==> config.mk <==
export PLATFORM = sky130hd
export DESIGN_NAME = linked_list_pop_arbiter
export DESIGN_NICKNAME = d
export VERILOG_FILES = /design/src/rtl/linked_list_pop_arbiter.sv
export SDC_FILE = /design/constraint.sdc
export NUM_CORES = 1
export LEC_CHECK = 0
export BUFFER_PORTS_ARGS = -buffer_cell sky130_fd_sc_hd__buf_2
export CORE_MARGIN = 1
export CORE_UTILIZATION = 43
export CTS_CLUSTER_DIAMETER = 50
export CTS_CLUSTER_SIZE = 40
export DETAILED_ROUTE_END_ITERATION = 7
export GPL_TIMING_DRIVEN = 0
export PLACE_DENSITY_LB_ADDON = 0.25
export REMOVE_ABC_BUFFERS = 1
export SETUP_SLACK_MARGIN = 0.5
export SLEW_MARGIN = 20
export SYNTH_ARGS = -nofsm -noshare
export SYNTH_HDL_FRONTEND = slang
export SYNTH_SLANG_ARGS = --single-unit
==> constraint.sdc <==
create_clock -name clk -period 1.4 [get_ports clk]
set_clock_uncertainty 0.1 [all_clocks]
set_input_delay 0.28 -clock clk [delete_from_list [all_inputs] [get_ports clk]]
set_output_delay 0.28 -clock clk [all_outputs]
set_load 0.05 [all_outputs]
==> src/rtl/linked_list_pop_arbiter.sv <==
// Round-robin pop arbiter for the shared linked-list FIFO, feeding a 2-entry
// skid buffer that presents a valid/ready stream tagged with the source queue.
module linked_list_pop_arbiter #(
  parameter int WIDTH     = 4,
  parameter int NUM_FIFOS = 1,
  parameter int SEL_WIDTH = (NUM_FIFOS > 1) ? $clog2(NUM_FIFOS) : 1
) (
  input  logic                 clk,
  input  logic                 rst_n,
  input  logic [NUM_FIFOS-1:0] empty,
  input  logic [WIDTH-1:0]     data_out,
  input  logic [NUM_FIFOS-1:0] queue_en,
  output logic                 pop,
  output logic [SEL_WIDTH-1:0] pop_sel,
  output logic                 out_valid,
  input  logic                 out_ready,
  output logic [WIDTH-1:0]     out_data,
  output logic [SEL_WIDTH-1:0] out_sel,
  output logic [1:0]           occupancy
);

  typedef struct packed {
    logic [WIDTH-1:0]     data;
    logic [SEL_WIDTH-1:0] sel;
  } ent_t;

  logic [NUM_FIFOS-1:0] elig;
  logic                 any_elig;
  logic                 xfer;
  logic [SEL_WIDTH-1:0] grant;
  logic [SEL_WIDTH-1:0] cand;
  logic [SEL_WIDTH-1:0] rr_ptr_q, rr_ptr_d;
  logic [SEL_WIDTH-1:0] last_sel_q, last_sel_d;
  ent_t [1:0]           slot_q, slot_d;
  logic [1:0]           occ_q, occ_d;

  assign elig     = ~empty & queue_en;
  assign any_elig = |elig;

  // Scan from the farthest offset down so the nearest eligible queue after
  // rr_ptr wins; rr_ptr itself (offset NUM_FIFOS) has the lowest priority.
  always_comb begin
    grant = '0;
    cand  = '0;
    for (int k = NUM_FIFOS; k >= 1; k--) begin
      cand = SEL_WIDTH'((int'(rr_ptr_q) + k) % NUM_FIFOS);
      if (elig[cand]) grant = cand;
    end
  end

  // Pop is independent of out_ready: a full buffer alone throttles it.
  assign pop       = rst_n & any_elig & (occ_q != 2'd2);
  assign pop_sel   = pop ? grant : last_sel_q;
  assign out_valid = (occ_q != 2'd0);
  assign xfer      = out_valid & out_ready;
  assign out_data  = slot_q[0].data;
  assign out_sel   = slot_q[0].sel;
  assign occupancy = occ_q;

  always_comb begin
    slot_d     = slot_q;
    rr_ptr_d   = rr_ptr_q;
    last_sel_d = last_sel_q;
    if (xfer) slot_d[0] = slot_q[1];
    if (pop) begin
      // New word lands in whichever slot is the tail after this cycle's drain.
      if (occ_q == 2'd0 || (occ_q == 2'd1 && xfer)) slot_d[0] = {data_out, grant};
      else                                           slot_d[1] = {data_out, grant};
      rr_ptr_d   = grant;
      last_sel_d = grant;
    end
    occ_d = occ_q + {1'b0, pop} - {1'b0, xfer};
  end

  always_ff @(posedge clk or negedge rst_n) begin
    if (!rst_n) begin
      slot_q     <= '0;
      occ_q      <= '0;
      rr_ptr_q   <= SEL_WIDTH'(NUM_FIFOS - 1);
      last_sel_q <= '0;
    end else begin
      slot_q     <= slot_d;
      occ_q      <= occ_d;
      rr_ptr_q   <= rr_ptr_d;
      last_sel_q <= last_sel_d;
    end
  end

  a_no_pop_empty: assert property (@(posedge clk) disable iff (!rst_n)
    !(pop && empty[pop_sel]));
  a_occ_range: assert property (@(posedge clk) disable iff (!rst_n)
    occ_q <= 2'd2);
  a_hold_stable: assert property (@(posedge clk) disable iff (!rst_n)
    (out_valid && !out_ready) |=> ($stable(out_data) && $stable(out_sel)));

endmodule

* Yosys cells after proc, flatten, opt, wreduce, memory -nomap -nowiden
Index checks and enable logic that the tools add are counted.
** Word-level totals
- Flip-flop bits (word level) :: 12
- Input port bits :: 9
- Word-level logic and storage cells :: 24
** Cells by class
- $add $sub $neg :: 2
- Equal/unequal tests :: 2
- Multiplexer cells :: 4
- Bitwise logic cells :: 6
- Reductions and logical operators :: 5
** Operator list (number)
- 5-bit 2-to-1 mux :: 3
- 1-bit AND :: 4
- 2-bit by 1-bit adder with 2-bit output :: 1
- 2-bit by 1-bit == test with 1-bit output (second input constant) :: 1
- 2-bit zero test :: 1
- 2-bit inequality test (second input constant) :: 1
- 1-bit inverter :: 2
- 2-bit AND reduction :: 1
- 2-bit nonzero test :: 1
- 2-bit by 1-bit subtractor with 2-bit output :: 1
- 1-bit logical AND :: 1
- 1-bit logical OR :: 1
- 1-bit 2-to-1 mux :: 1

* Longest topological paths before layout
Gate-level depths: netlist of run 1.
- Depth after elaboration :: 6
- Depth in mapped cells :: 5

* Least setup slack after synthesis of run 1
Ideal clock, no wire load.
- Path type :: register to output
- Start :: reg occ_q[1], in the netlist occupancy[1]
- End :: out, netlist name pop_sel
- Data arrival time :: 2.120 ns
- Required time :: 1.020 ns
- Setup slack :: -1.100 ns
- Stages on the path, launching flop included :: 5
- Path buffers :: 1
- Path through :: dfrtp_1 buf_6 nor2b_1 nor2_1 nor2b_1
** RTL lines
- from (decl) :: RTL line 35 : logic [1:0] occ_q, occ_d;

==> metrics.md, run 1 <==
| Metric | Value |
|---|---|
| Outcome | finished with violations |
| Failing checks | hold timing, setup timing |
| Post-route ant nets | 0 |
| Most used DFF post-synth | dfrtp_1 |
| Area share of the largest cell type after synthesis | 0.486 |
| P&R area growth vs syn | 45.5% |
| Synth Area per Inst | 12.6 um^2 |
| Slew Limit Fails | 0 |
| First-iteration detailed-routing DRC count | 3 |
| Area share of and/or/nand/nor cells after synthesis | 0.178 |
| Fmax | 620 MHz |
| Top-count cell post-synth | dfrtp_1 |
| Yosys cell types | 21 |
| Overflow after GRT | 0 |
| Die ar. | 1590 um^2 |
| Clk root buf | clkbuf_4 |
| Largest net degree at the start of global routing | 14 |
| Period Utilization, post-route | 1.15 |
| R2R Setup Slk | -0.18 ns |
| Wire per inst | 13.8 um |
| Final setup margin | -0.214 ns |
| Core area | 1320 um^2 |
| Die height | 39.9 um |
| RSZ-0062 raised after global routing | yes |
| Sequential area share after synthesis | 0.486 |
| Worst Path Required | 1.02 ns |
| Fillers | 107 |
| Mapped cell area | 618 um^2 |
| DRC violations left | 0 |
| Worst path slowest cell | dfrtp_2 |
| Post-route minimum period | 1.61 ns |
| Total CTS buffers | 3 |
| CTS tree | yes |
| GRT Util Overall | 0.188 |
| H-tree Lvls | 1 |
| Share of cells above drive strength 1 | 0.662 |
| Crit path capture type | output port |
| Async SR Flop Fraction | 1.00 |
| Num ports | 19 |
| Worst setup path category | flop to output port |
| GP Congestion | 0.691 |
| DP Area | 686 um^2 |
| Global-route wire length before repair | 1.90 mm |
| Dominant cells by area after synthesis | dfrtp_1 (49%), mux2_4 (9.7%), mux2i_1 (6.5%) |
| Worst skew pair latency | 0.27 ns |
| Post-synthesis compound-gate area fraction | 0.0668 |
| Leak | 0.000476 uW |
| Finished Layout Cells | 89 |
| Ant diodes | 0 |
| Largest area contributor in the netlist | dfrtp_1 |
| Worst setup SP type | flop |
| # clock sinks | 12 |
| Final hold vios | 12 |
| P per Cell Area | 1480 nW/um^2 |
| Total wire length | 1.22 mm |
| Nets | 85 |
| HP Class | input pin to asynchronous set/reset pin |
| Hold WS | -0.215 ns |
| Via/cell ratio | 5.20 |
| XOR/XNOR Fraction of Synth Area | 0.0142 |
| Synth warnings | 0 |
| Routed via count | 463 |
| Worst-path clk slew | 0.08 ns |
| Peak VDD IR | 865 uV |
| Max incr delay on CP | 0.44 ns |
| Post-Synth Adder-Cell Area | 0.0202 |
| Endpoints failing setup | 14 |
| Initial antenna violation count | 0 |
| Number of max-cap violations | 0 |
| Post-synth EDFFs | 0 |
| Inst Count DP | 77 |
| Least-Margin Pin Slew | 0.368 ns |
| Starting density of the core | 0.469 |
| DP HPWL | 817 um |
| CP Max Fanout | 4 |
| Cells after synthesis | 49 |
| Clk buf depth | 2 |
| Post-synthesis register bit count | 12 |
| Post-layout power | 1330 uW |
| IO Port Bufs | 18 |
| Number of global-route vias before repair | 431 |
| CP Cell Sequence | nor2b_4 -> nor2_4 -> nor2b_2 -> buf_6 |
| Largest family of logic cells by synthesized area | simple AND/OR/NAND/NOR gates |
| Die width | 39.9 um |
| Rel. slew slack | 0.753 |
| Finished Cell Area | 900 um^2 |
| First-pass DRT Iterations | 3 |
| Row cnt | 13 |
| Mux share of post-synthesis cell area | 0.162 |
| Critical Path AT | 1.23 ns |
kinds of logic after synthesis:
family                     after synthesis
muxes                                    8
AOI/OAI and AO/OA                        7
and+or+nand+nor                         14
DFF                                     12
buffers and inverters                    6
adders and majority gates                1
xor gates and xnor gates                 1
worst paths after layout:
check | from | to | cells past startpoint
worst max register to register | occupancy[0]$_DFF_PN0_ | out_sel$_DFF_PN0_ | 4
max in group asynchronous | rst_n | occupancy[0]$_DFF_PN0_ | 1
worst max-delay path | occupancy[0]$_DFF_PN0_ | pop_sel | 4
min in group clk | data_out[3] | slot_q[9]$_DFFE_PN0P_ | 2
worst min-delay path | rst_n | slot_q[7]$_DFFE_PN0P_ | 1
worst min register to register | slot_q[9]$_DFFE_PN0P_ | slot_q[9]$_DFFE_PN0P_ | 1
timing repair:
item	CTS	global route
endpoints found under the hold margin	12	12
setup endpoints to repair	22	22
resized for setup	34	2
pin swaps	2	2
setup buffers	6	2
layout make-up:
type / count / area, um^2 / area share
multi-input combinational: 31 / 317 / 0.352
sequential: 12 / 303 / 0.337
timing repair buffer: 26 / 221 / 0.246
clock buffer: 4 / 36.3 / 0.0403
tap: 15 / 18.8 / 0.0209
inverter: 1 / 3.75 / 0.00417
registers in the layout, summed over array words and instances (netlist names):
| name | count |
|---|---|
| last_sel_q | 1 |
| out_sel | 1 |
| out_data | 4 |
| slot_q | 4 |
| occupancy | 2 |
stage by stage:
| step | util | setup slack (ns) | TNS, ns |
|---|---|---|---|
| floorplan | - | -1.06 | -6.83 |
| global placement | 0.520 | -0.318 | -2.14 |
| detailed placement | 0.520 | -0.332 | -2.37 |
| CTS | 0.666 | -0.204 | -1.83 |
| global route | 0.683 | -0.269 | -2.38 |
| finish | 0.683 | -0.214 | -1.74 |
cell usage in the layout (no fill, tap or decap):
master and n:
nor2b_1 1, buf_2 9, nor2b_4 1, a21o_1 1
or3b_4 1, nor2_4 1, o21ai_0 1, buf_8 2
buf_6 9, mux2i_1 4, mux2_4 4, xnor2_1 1
and3_1 1, nor4_1 4, a21oi_2 4, dfrtp_2 2
ha_1 1, o21ai_4 1, nor2b_2 1, or2_4 1
clkbuf_8 1, buf_4 6, inv_1 1, or3_4 1
and2b_2 1, clkbuf_4 3, dfrtp_1 10, nand3b_4 1
critical path: cells and delay by family, from the launching register on:
family                 cells  cell delay, ns
and+or+nand+nor            3            0.34
DFF                        1            0.44
buffers and inverters      1            0.17
layer usage:
metal | routed length (um) | part of all wire | global-route usage
met1 | 538 | 0.44 | 0.224
met2 | 631 | 0.52 | 0.315
met3 | 54 | 0.044 | 0.0852
met4 | 0 | 0 | 0.0259
met5 | 0 | 0 | 0
power breakdown:
group / total, uW / internal [uW] / leakage, uW / switching, uW
registers: 484 / 428 / 0.000151 / 55.8
logic: 567 / 257 / 0.000304 / 310
clock network: 278 / 158 / 0.0000210 / 120
No activity file was read; power rests on OpenSTA's default activity.
==> run 2, diff against run 1 <==
CAP_MARGIN = 40   (was unset)
CTS_BUF_LIST = sky130_fd_sc_hd__clkbuf_16   (was unset)
GPL_TIMING_DRIVEN = unset   (was 0)
==> run 2 against run 1 <==
  * The run ends with setup timing left
  * Critical path depth stayed put
  * Core utilization is 14 points higher
  * Sequential cell count stayed put
  * Register-to-register slack better by 0.02 ns
  * Die area stayed put
  * Final area is 21% higher
  * Sequential power is 2% higher
  * Worst setup slack better by 0.031 ns
  * Via count is 11% higher
  * Wire length is 21% higher
  * Critical endpoint unchanged
==> metrics.md, run 2 (same netlist as run 1, synthesis figures left out) <==
| Metric | Value |
|---|---|
| Rel. slew slack | 0.816 |
| Worst-path clk slew | 0.04 ns |
| Share of cells above drive strength 1 | 0.705 |
| RSZ-0062 raised after global routing | yes |
| Leak | 0.000564 uW |
| Outcome | finished with violations |
| Failing checks | setup timing |
| Post-route minimum period | 1.58 ns |
| Max incr delay on CP | 0.41 ns |
| Critical Path AT | 1.20 ns |
| CP Max Fanout | 4 |
| HP Class | input pin to flop |
| Initial antenna violation count | 0 |
| DRC violations left | 0 |
| Number of global-route vias before repair | 482 |
| DRT met1 WL | 669 um |
| IO Port Bufs | 18 |
| Met2 WL | 747 um |
| Overflow after GRT | 0 |
| First-iteration detailed-routing DRC count | 1 |
| Die width | 39.9 um |
| Crit-path leading delay family | flip-flops |
| Num ports | 19 |
| GRT Util Overall | 0.219 |
| Worst skew pair latency | 0.24 ns |
| WP buf/inv | 1 |
| Starting density of the core | 0.469 |
| Core area | 1320 um^2 |
| Routed via count | 516 |
| P&R area growth vs syn | 75.7% |
| Finished Cell Area | 1090 um^2 |
| H-tree Lvls | 1 |
| Largest net degree at the start of global routing | 13 |
| Die ar. | 1590 um^2 |
| Total wire length | 1.49 mm |
| Period Utilization, post-route | 1.13 |
| Worst setup SP type | flop |
| Uppermost layer routed | met4 |
| Fmax | 632 MHz |
| DR WL met3 | 41 um |
| Worst path slowest cell | dfrtp_1 |
| Final hold vios | 0 |
| DP HPWL | 917 um |
| Row cnt | 13 |
| Worst setup path category | flop to output port |
| Endpoints failing setup | 15 |
| Total CTS buffers | 3 |
| Clk root buf | clkbuf_16 |
| Slew Limit Fails | 0 |
| Crit path capture type | output port |
| CP Cell Sequence | nor2b_4 -> nor2_2 -> nor2b_2 -> buf_6 |
| Post-route ant nets | 0 |
| Worst Path Required | 1.02 ns |
| Least-Margin Pin Slew | 0.273 ns |
| Pre-CTS WS | -0.0961 ns |
| CTS tree | yes |
| Ant diodes | 0 |
| Via/cell ratio | 5.01 |
| Peak VDD IR | 1120 uV |
| Global-route wire length before repair | 2.13 mm |
| Final setup margin | -0.183 ns |
| GP Congestion | 0.766 |
| First-pass DRT Iterations | 4 |
| # clock sinks | 12 |
| Commonest non-fill, non-tap cells in the layout | buf_6 (14), buf_4 (14), dfrtp_1 (11) |
| Nets | 99 |
| P per Cell Area | 1550 nW/um^2 |
| Die height | 39.9 um |
| Number of max-cap violations | 0 |
| DP Area | 768 um^2 |
| Wire per inst | 14.4 um |
| Clk buf depth | 2 |
run 2: changes by cell type in the layout (fill, tap and decap cells not counted), sizes merged:
cell	before	now
buf	26	39
clkbuf	4	3
clkinv	0	1
dlygate4sd3	0	1
run 2: per-layer routing:
metal / vias up / global-route usage
met5: - / 0
met4: 0 / 0.129
met3: 4 / 0.0511
met2: 12 / 0.335
met1: 252 / 0.275
li1: 248 / -
run 2: worst paths after layout:
path | from | endpoint | slack, ns | cells past startpoint
max | occupancy[1]$_DFF_PN0_ | pop_sel | -0.18 | 4
min | data_out[2] | slot_q[8]$_DFFE_PN0P_ | 0.19 | 2
max reg2reg | occupancy[0]$_DFF_PN0_ | out_sel$_DFF_PN0_ | -0.16 | 4
min reg2reg | slot_q[8]$_DFFE_PN0P_ | slot_q[8]$_DFFE_PN0P_ | 0.43 | 1
max in group asynchronous | rst_n | occupancy[0]$_DFF_PN0_ | 0.56 | 3
min in group asynchronous | rst_n | slot_q[6]$_DFFE_PN0P_ | 0.48 | 3
run 2: final cells by class:
class,count,area (um^2)
Fill cell,77,231
Multi-Input combinational cell,31,325
Clock buffer,3,75.1
Inverter,1,3.75
Tap cell,15,18.8
Clock inverter,1,3.75
Timing Repair Buffer,40,358
Sequential cell,12,302
run 2: power by group:
| group | leakage (uW) | total (uW) | internal, uW | switching (uW) |
|---|---|---|---|---|
| sequential | 0.000153 | 494 | 430 | 63.9 |
| clock | 0.0000385 | 530 | 376 | 154 |
| combinational | 0.000373 | 664 | 335 | 328 |
run 2: metrics by stage:
stage / hold WS, ns / std cells / utilization / total power, uW / setup TNS [ns]
after global placement: 0.180 / 88 / 0.583 / 929 / -0.437
after detailed placement: 0.183 / 88 / 0.583 / 937 / -0.515
after global routing: 0.197 / 103 / 0.824 / 1760 / -2.27
after CTS: 0.192 / 102 / 0.795 / 1640 / -1.42
after floorplan: -0.116 / 44 / - / 800 / -6.83
final: 0.190 / 103 / 0.824 / 1690 / -1.67
run 2: repair_timing:
item                       CTS  global route
hold endpoints to repair    12             0
setup endpoints to repair   22            22
buffers inserted             9             1
pin swaps                    1             1
hold buffers                 1             0
resized for setup           37             7
